**src/rtl/drive_direction_sequencer.sv**
```systemverilog
// drive_direction_sequencer: heading/brake/duty to per-side H-bridge pins with reversal dead-time (SLOW_DECAY_EN: PWM off-phase brakes)
module drive_direction_sequencer #(
  parameter int NUM_MOTORS_PER_SIDE = 2,
  parameter int PWM_WIDTH = 8,
  parameter int DEADTIME_CYCLES = 16
) (
  input  logic clk,
  input  logic rst,
  input  logic enable,
  input  logic brake,
  input  logic [2:0] direction,
  input  logic [PWM_WIDTH-1:0] duty,
  output logic [2*NUM_MOTORS_PER_SIDE-1:0] in_a,
  output logic [2*NUM_MOTORS_PER_SIDE-1:0] in_b,
  output logic [1:0] reversing,
  output logic pwm_sync
);
  localparam int N = NUM_MOTORS_PER_SIDE;
  localparam int CW = $clog2(DEADTIME_CYCLES + 1);
`ifdef SLOW_DECAY_EN
  localparam logic [1:0] OFF_PAT = 2'b11;
`else
  localparam logic [1:0] OFF_PAT = 2'b00;
`endif
  typedef enum logic [1:0] {S_BRAKE, S_DEAD, S_DRIVE} state_t;
  logic [PWM_WIDTH-1:0] pwm_cnt, duty_q;
  logic en_q, wrap, pwm_on;
  logic [1:0] req, nxt_a, nxt_b, nxt_rev;
  assign req[0] = (direction[2:1] == 2'b00) || (direction == 3'b111) || (direction == 3'b010);
  assign req[1] = (direction == 3'b010) || (direction == 3'b011) || (direction[2:1] == 2'b10);
  assign wrap = &pwm_cnt;
  assign pwm_on = (pwm_cnt < duty_q) || (&duty_q);
  for (genvar s = 0; s < 2; s++) begin : g_side
    state_t st_q, st_d;
    logic [CW-1:0] c_q, c_d;
    logic d_q, d_d;
    always_comb begin
      st_d = st_q;
      c_d = c_q;
      d_d = d_q;
      if (!enable || brake) st_d = S_BRAKE;
      else if (st_q == S_BRAKE) begin
        st_d = S_DEAD;
        c_d = CW'(DEADTIME_CYCLES);
      end else if (st_q == S_DEAD) begin
        if (c_q == CW'(1)) begin
          st_d = S_DRIVE;
          d_d = req[s];
        end else c_d = c_q - CW'(1);
      end else if (req[s] != d_q) begin
        st_d = S_DEAD;
        c_d = CW'(DEADTIME_CYCLES);
      end
    end
    always_ff @(posedge clk) begin
      if (rst) begin
        st_q <= S_BRAKE;
        c_q <= '0;
        d_q <= 1'b1;
      end else begin
        st_q <= st_d;
        c_q <= c_d;
        d_q <= d_d;
      end
    end
    // pins follow the registered state, giving the one-cycle output pipeline
    assign {nxt_a[s], nxt_b[s]} = !en_q ? 2'b00 : (st_q != S_DRIVE) ? 2'b11 : pwm_on ? {d_q, ~d_q} : OFF_PAT;
    assign nxt_rev[s] = (st_q == S_DEAD);
  end
  always_ff @(posedge clk) begin
    if (rst) begin
      pwm_cnt <= '0;
      duty_q <= '0;
      en_q <= 1'b0;
      pwm_sync <= 1'b0;
      in_a <= '0;
      in_b <= '0;
      reversing <= '0;
    end else begin
      pwm_cnt <= pwm_cnt + 1'b1;
      duty_q <= wrap ? duty : duty_q;
      en_q <= enable;
      pwm_sync <= wrap;
      in_a <= {{N{nxt_a[1]}}, {N{nxt_a[0]}}};
      in_b <= {{N{nxt_b[1]}}, {N{nxt_b[0]}}};
      reversing <= nxt_rev;
    end
  end
endmodule
```
**config.mk**
```make
export PLATFORM = sky130hd
export DESIGN_NAME = drive_direction_sequencer
export DESIGN_NICKNAME = d
export VERILOG_FILES = /design/src/rtl/drive_direction_sequencer.sv
export SDC_FILE = /design/constraint.sdc
export NUM_CORES = 1
export LEC_CHECK = 0
export CELL_PAD_IN_SITES_DETAIL_PLACEMENT = 0
export CELL_PAD_IN_SITES_GLOBAL_PLACEMENT = 1
export CORE_ASPECT_RATIO = 0.7
export CORE_MARGIN = 2
export CORE_UTILIZATION = 40
export DETAILED_ROUTE_END_ITERATION = 16
export HOLD_SLACK_MARGIN = 0.02
export PLACE_DENSITY_LB_ADDON = 0.1
export SYNTH_ARGS = -nofsm -noshare
export SYNTH_HDL_FRONTEND = slang
export SYNTH_SLANG_ARGS = --single-unit
```
**constraint.sdc**
```tcl
create_clock -name clk -period 1.9 [get_ports clk]
set_input_delay 0.285 -clock clk [delete_from_list [all_inputs] [get_ports clk]]
set_output_delay 0.285 -clock clk [all_outputs]
set_load 0.05 [all_outputs]
```
# [Word-level counts from Yosys, hierarchy flattened]
# Cells that the tools add are included.
[totals] reg_bits=42 in_bits=15 output_inout_bits=11 elab_cells=91
[op_classes] addsub=3 magnitude_cmp=1 eq_ne=18 muxes=22 n_bitwise=5 n_reduce_logical=27
[op_table] op="two-way mux 5 bit" count=8
[op_table] op="two-way mux 2 bit" count=12
[op_table] op="AND reduction 8 bit" count=2
[op_table] op="== test 5 x 1 -> 1 bit (second input constant)" count=2
[op_table] op="subtractor 5 x 1 -> 5 bit (second input constant)" count=2
[op_table] op="adder 8 x 1 -> 8 bit (second input constant)" count=1
[op_table] op="< comparator 8 bit" count=1
[op_table] op="AND reduction 2 bit" count=4
[op_table] op="AND reduction 4 bit" count=2
[op_table] op="== test 3 x 2 -> 1 bit (second input constant)" count=2
[op_table] op="zero test 2 bit" count=3
[op_table] op="logical OR 1 bit" count=6
[op_table] op="!= test 3 x 1 -> 1 bit (second input constant)" count=2
[op_table] op="!= test 3 bit (second input constant)" count=2
[op_table] op="AND reduction 3 bit" count=2
[op_table] op="nonzero test 3 bit" count=2
[op_table] op="OR reduction 3 bit" count=2
[op_table] op="inverter 1 bit" count=5
[op_table] op="== test 2 x 1 -> 1 bit (second input constant)" count=2
[op_table] op="!= test 2 x 1 -> 1 bit (second input constant)" count=2
[op_table] op="!= test 2 bit (second input constant)" count=2
[op_table] op="nonzero test 2 bit" count=2
[op_table] op="== test 3 bit (second input constant)" count=1
[op_table] op="== test 2 bit (second input constant)" count=1
[op_table] op="other kinds (4)" count=6

# [Logic depth before layout (Yosys ltp)]
# Gate-level depths: netlist (run 1).
[logic_depth] word_depth=7 depth_mapped=7 ltp_nobuf=7

# [Worst setup path before layout (run 1)]
# Ideal clock, no wire load.
[synth_path] path_kind="input -> register" startpoint="input direction[2]" endpoint="register g_side[0].c_q[2]" arrival_ps=1380 required_ps=1767 slack_ps=388 cell_stages=5 path_buffers=1 path_cell_list="buf_4 -> xnor3_2 -> a211oi_4 -> o211a_1 -> nor3_1"
[synth_between] elab_chain_len=6 elab_cells_between_ends=8 classes_between="eq/ne (3); reduce/logical (5)"
[synth_rtl] element="start, declared" line="11" text="input logic [2:0] direction,"
[synth_rtl] element="== test 3 bit or zero test 2 bit (tied branches)" line="29" text="assign req[0] = (direction[2:1] == 2'b00) || (direction == 3'b111) || (direction == 3'b010);"
[synth_rtl] element="logical OR 1 bit" line="29"
[synth_rtl] element="logical OR 1 bit *" line="29"
[synth_rtl] element="!= test 1 bit *" line="50" text="end else if (req[s] != d_q) begin"
[synth_rtl] element="nonzero test 3 bit (no source line) *"
[synth_rtl] element="AND reduction 3 bit (no source line) *"
[synth_rtl] element="end signal, assigned" line="58" text="c_q <= '0;"
[synth_rtl] element="end signal, assigned" line="62" text="c_q <= c_d;"
[synth_rtl] element="end, declared" line="35" text="logic [CW-1:0] c_q, c_d;"
# Every way passes the cells marked *; elsewhere a longest branch is shown, timed or not.
# A chain may end at the register's enable or synchronous reset.

# [Final worst setup path (run 1)]
[layout_path] startpoint="input direction[1]" endpoint="register g_side[0].c_q[1]"
# Same word-level chain as after synthesis.

==> impl_metrics.yaml, run 1 <==
place:
  gp_congestion: 0.779
  portBuffers: 25
  dpl.cell_count: 297
  dp_hpwl_mm: 3.30
final_layout:
  drive_gt1_frac: 0.109
  syn2layout_area_growth_pct: 21.9
  nets: 274
  post-route-util: 0.501
  multi_input_area_sq_um: 1030
  antenna_cells: 0
  seqCellArea_sq_um: 801
  fill_cells: 441
  final_cells: 305
worst_setup_path:
  crit_path_top_delay_cell: "clkdlybuf4s50_1"
  worstPathMaxFanout: 4
  rr_startpoint: "g_side[0].d_q$_SDFFE_PP1P_"
  crit_chain: "clkdlybuf4s50_1 > and2_1 > xnor3_2 > a211oi_4 > buf_4 > nand3b_1 > o31ai_1"
  required_ns: 2.10
  setup.worst_path.end_class: "flop"
  startpoint: "direction[1]"
  crit_type: "primary input to flop"
  max_stage_delay_ns: 0.47
  cp.arrival_ns: 1.92
  start_kind: "primary input"
synthesis:
  post_synth.cell_area_avg_sq_um: 9.04
  syn_area_sq_um: 1940
  yosys_register_bits: 40
  synth_ff_type: "dfxtp_1"
  syn_nets: 242
  async_flop_share: 0
  synth_area_leaders: "dfxtp_1, ha_1, a21oi_1"
  yosysUniqueCellTypes: 40
  synth_top_area_cell: "dfxtp_1"
  ys_warn_count: 0
  synth_cells: 215
  yosysTopAreaCellShare: 0.412
  synth_enable_flop_cells: 0
  ys_seq_area_frac: 0.412
timing:
  clock_skew_ns: 0.00402
  rsz0062_at_grt: "no"
  finalSetupTns_ns: 0
  hold_viol: 0
  worst_hold_slack_ns: 0.470
  finalSetupViolations: 0
  max_slew.worst_pin.slew_ns: 0.497
  period_needed_ns: 1.73
  finalMaxSlewViolations: 0
  max_freq_mhz: 580
  relSlewSlack: 0.667
  post-route-period-util: 0.908
clocking:
  hold_buffers: 0
  clkTransAtPathRegs_ns: 0.08
  cts.path.max_buffers: 2
  cts-resized-gates: 0
  h-tree-depth: 2
  cts_setup_buffers: 0
  cts_tree: "yes"
  clk_latency_ns: 0.29
  numCtsBuffers: 5
  cts_sinks: 40
  root_buffer: "clkbuf_8"
hold_path:
  hold_class: "flop to flop"
  hold_path.startpoint: "pwm_cnt[0]$_SDFF_PP0_"
global_route:
  overflow: 0
  grt_pass1_wl_mm: 7.17
  grt_pass1_vias: 1537
  met1_usage: 0.262
  antenna_found_initial: 0
  grt_most_used_layer: "met1"
  grt_use_met3: 0.0439
  track_usage: 0.169
  grt_max_degree: 18
  met2_usage: 0.225
power:
  power_uw: 1670
  p_leak_uw: 0.000901
  p_per_area_nw_per_um2: 702
  vdd_ir_drop_max_v: 0.000394
detailed_routing:
  firstDrtPassIters: 4
  ant_nets: 0
  route.detailed.drc: 0
  vias_per_cell: 5.19
  wirelength_mm: 4.18
  via_count: 1583
  drt-initial-drc-count: 77
  avgRoutedWirePerCell_um: 13.7
run:
  maxCapViolations: 0
floorplanning:
  die_h_um: 62.3
  die_area_sq_um: 5440
  start_util: 0.411
  die_width_um: 87.3
  ios: 26
  row_count: 21
  core-area_sq_um: 4730
outcome:
  status: "finished, final reports clean"
==> synth_stat cells, types with 2 or more instances <==
cell type / number
nand2_1: 8
a21oi_2: 2
clkbuf_1: 3
a21oi_1: 19
and4b_1: 2
nand3b_1: 2
o21ai_0: 11
nor2_1: 23
o211a_1: 2
inv_1: 15
nor2b_1: 3
ha_1: 12
or3_1: 4
nor3_1: 14
nand4_1: 5
dfxtp_1: 40
xor2_1: 5
and2b_2: 2
nand3_1: 5
buf_4: 5
nand2b_1: 6
mux2i_1: 9
==> final timing paths <==
check | slack, ns | depth (start not counted) | to
min | 0.47 | 1 | pwm_cnt[0]$_SDFF_PP0_
min reg2reg | 0.47 | 1 | pwm_cnt[0]$_SDFF_PP0_
max reg2reg | 0.26 | 6 | g_side[0].c_q[1]$_SDFFE_PP0P_
max | 0.17 | 7 | g_side[0].c_q[1]$_SDFFE_PP0P_
==> report_power, final <==
| group | leakage (uW) | switching, uW | internal, uW |
|---|---|---|---|
| Combinational | 0.000532 | 111 | 92.7 |
| Clock | 0.0000445 | 292 | 295 |
| Sequential | 0.000325 | 16.3 | 858 |
| Total | 0.000901 | 419 | 1250 |
==> area by class of cell <==
cell class / instances / area share
clock buffer: 7 / 0.0364
tap: 57 / 0.0301
inverter: 16 / 0.0253
timing repair buffer: 33 / 0.131
sequential: 40 / 0.338
multi-input combinational: 151 / 0.436
clock inverter: 1 / 0.00317
==> cell families after synthesis <==
kind of cell	share of synthesized area
buf+inv	0.0560
xor+xnor	0.0508
compound gates	0.134
simple gates	0.224
mux	0.0463
fa+ha+maj	0.0772
flops	0.412
==> layer usage <==
layer | wire length (um) | vias to the layer above
li1 | - | 809
met1 | 2280 | 732
met2 | 1680 | 40
met3 | 185 | 2
met4 | 29 | 0
met5 | 0 | -
==> metrics by stage <==
step | setup slack, ns | instance area [sq um]
after floorplan | 0.388 | 1940
after global routing | 0.0990 | 2370
after global placement | -0.0758 | 2280
after CTS | 0.169 | 2370
final | 0.174 | 2370
after detailed placement | -0.115 | 2280
==> flip-flops by register name, indices dropped and copies added (netlist names) <==
register	count
duty_q	8
en_q	1
g_side.c_q	10
g_side.d_q	2
g_side.st_q	4
in_a	2
in_b	2
pwm_cnt	8
pwm_sync	1
reversing	2
==> layout by cell type (no fill, tap or decap), types with 8 or more instances in the layout <==
cell,Yosys,layout
buf_4,5,8
inv_1,15,15
nor3_1,14,14
nor2_1,23,23
a21oi_1,19,19
mux2i_1,9,9
o21ai_0,11,11
clkdlybuf4s50_1,0,25
dfxtp_1,40,40
nand2_1,8,8
ha_1,12,12
==> critical path: cells and delay by family <==
family,cells,cell delay (ns)
buf+inv,2,0.65
compound gates,2,0.42
xor+xnor,1,0.31
simple gates,2,0.25
Note: power is estimated with default switching activity, not from simulation.
==> run 2: changes to the inputs <==
CORE_UTILIZATION = 41   (was 40)
==> impl_metrics.yaml, run 2 (same netlist as run 1, synthesis figures left out) <==
outcome:
  status: "finished, final reports clean"
power:
  power_uw: 1650
  p_leak_uw: 0.000907
  p_per_area_nw_per_um2: 696
  vdd_ir_drop_max_v: 0.000356
final_layout:
  top_register: "g_side.c_q"
  largest_reg_flops: 10
  layout_commonest_cell: "dfxtp_1"
  syn2layout_area_growth_pct: 22.0
  nets: 275
  mostFrequentLayoutCells: "dfxtp_1, clkdlybuf4s50_1, nor2_1"
  fill_cells: 422
  seqCellArea_sq_um: 801
  drive_gt1_frac: 0.108
  antenna_cells: 0
  largest_registers: "g_side.c_q x10, duty_q x8, pwm_cnt x8"
  multi_input_area_sq_um: 1030
  final_cells: 304
timing:
  hold_viol: 0
  relSlewSlack: 0.665
  post-route-period-util: 0.918
  max_freq_mhz: 574
  clock_skew_ns: 0.00588
  worst_hold_slack_ns: 0.471
  finalSetupTns_ns: 0
  rsz0062_at_grt: "no"
  finalSetupViolations: 0
  layout_setup_ws_ns: 0.157
  period_needed_ns: 1.74
  finalMaxSlewViolations: 0
  max_slew.worst_pin.slew_ns: 0.501
clocking:
  clkTransAtPathRegs_ns: 0.07
  cts-resized-gates: 0
  cts_setup_buffers: 0
  h-tree-depth: 2
  hold_buffers: 0
  clk_latency_ns: 0.28
  cts_tree: "yes"
  cts_sinks: 40
  cts.path.max_buffers: 2
  root_buffer: "clkbuf_8"
  numCtsBuffers: 5
place:
  dp_hpwl_mm: 3.15
  dpl.cell_count: 296
  dp_slack_ns: -0.130
  portBuffers: 25
  gp_congestion: 0.813
floorplanning:
  die_h_um: 61.6
  ios: 26
  die_width_um: 86.3
  start_util: 0.437
  die_area_sq_um: 5320
  row_count: 20
  core-area_sq_um: 4450
worst_setup_path:
  setup.worst_path.end_class: "flop"
  cp.arrival_ns: 1.94
  crit_type: "primary input to flop"
  worstPathMaxFanout: 4
  start_kind: "primary input"
  required_ns: 2.10
global_route:
  grt_max_degree: 18
  grt_pass1_wl_mm: 6.84
  grt_pass1_vias: 1516
  overflow: 0
  track_usage: 0.170
  antenna_found_initial: 0
detailed_routing:
  drt-initial-drc-count: 50
  route.detailed.drc: 0
  vias_per_cell: 5.12
  ant_nets: 0
  firstDrtPassIters: 4
  wirelength_mm: 4.02
  avgRoutedWirePerCell_um: 13.2
  via_count: 1557
hold_path:
  hold_class: "flop to flop"
run:
  maxCapViolations: 0
==> run 2: cell types whose count changed in the layout (fill, tap and decap cells not counted), sizes merged <==
cell      before  now
clkbuf         7    8
clkinvlp       1    0
buf            8    9
==> run 2: per-layer routing <==
layer  global-route usage  vias up  share of wire
li1                     -      807              -
met1                0.232      716           0.54
met2                0.264       29           0.40
met3               0.0442        5          0.046
met4               0.0603        0          0.011
met5                    0        -              0
==> run 2: area by class of cell <==
class	count	share of cell area
Timing Repair Buffer	34	0.134
Inverter	16	0.0253
Tap cell	55	0.0290
Sequential cell	40	0.338
Multi-Input combinational cell	151	0.436
Clock buffer	8	0.0380
==> run 2: critical path: stages <==
cell and delay (ns):
clkdlybuf4s50_1 0.57, xnor3_2 0.43, a211oi_4 0.35, buf_4 0.18, nand3b_1 0.07, o31ai_1 0.07
==> run 2: path summary, 6_finish.rpt <==
| kind | start | to | slack [ns] | depth (start not counted) |
|---|---|---|---|---|
| worst min register to register | pwm_cnt[0]$_SDFF_PP0_ | pwm_cnt[0]$_SDFF_PP0_ | 0.47 | 1 |
| worst min-delay path | pwm_cnt[0]$_SDFF_PP0_ | pwm_cnt[0]$_SDFF_PP0_ | 0.47 | 1 |
| worst max register to register | g_side[0].d_q$_SDFFE_PP1P_ | g_side[0].c_q[1]$_SDFFE_PP0P_ | 0.27 | 6 |
| worst max-delay path | direction[2] | g_side[0].c_q[1]$_SDFFE_PP0P_ | 0.16 | 6 |
==> run 2: per-stage QoR <==
stage          cell area, sq um  utilization
3_5_place_dp               2280        0.512
6_report                   2370        0.533
4_1_cts                    2370        0.533
5_1_grt                    2370        0.533
3_3_place_gp               2280        0.512
2_1_floorplan              1940            -
==> run 2: where the power goes <==
part / leakage, uW / internal, uW / total [uW] / switching [uW]
sequential: 0.000325 / 859 / 875 / 16.7
combinational: 0.000537 / 92.8 / 203 / 110
clock: 0.0000455 / 296 / 573 / 277
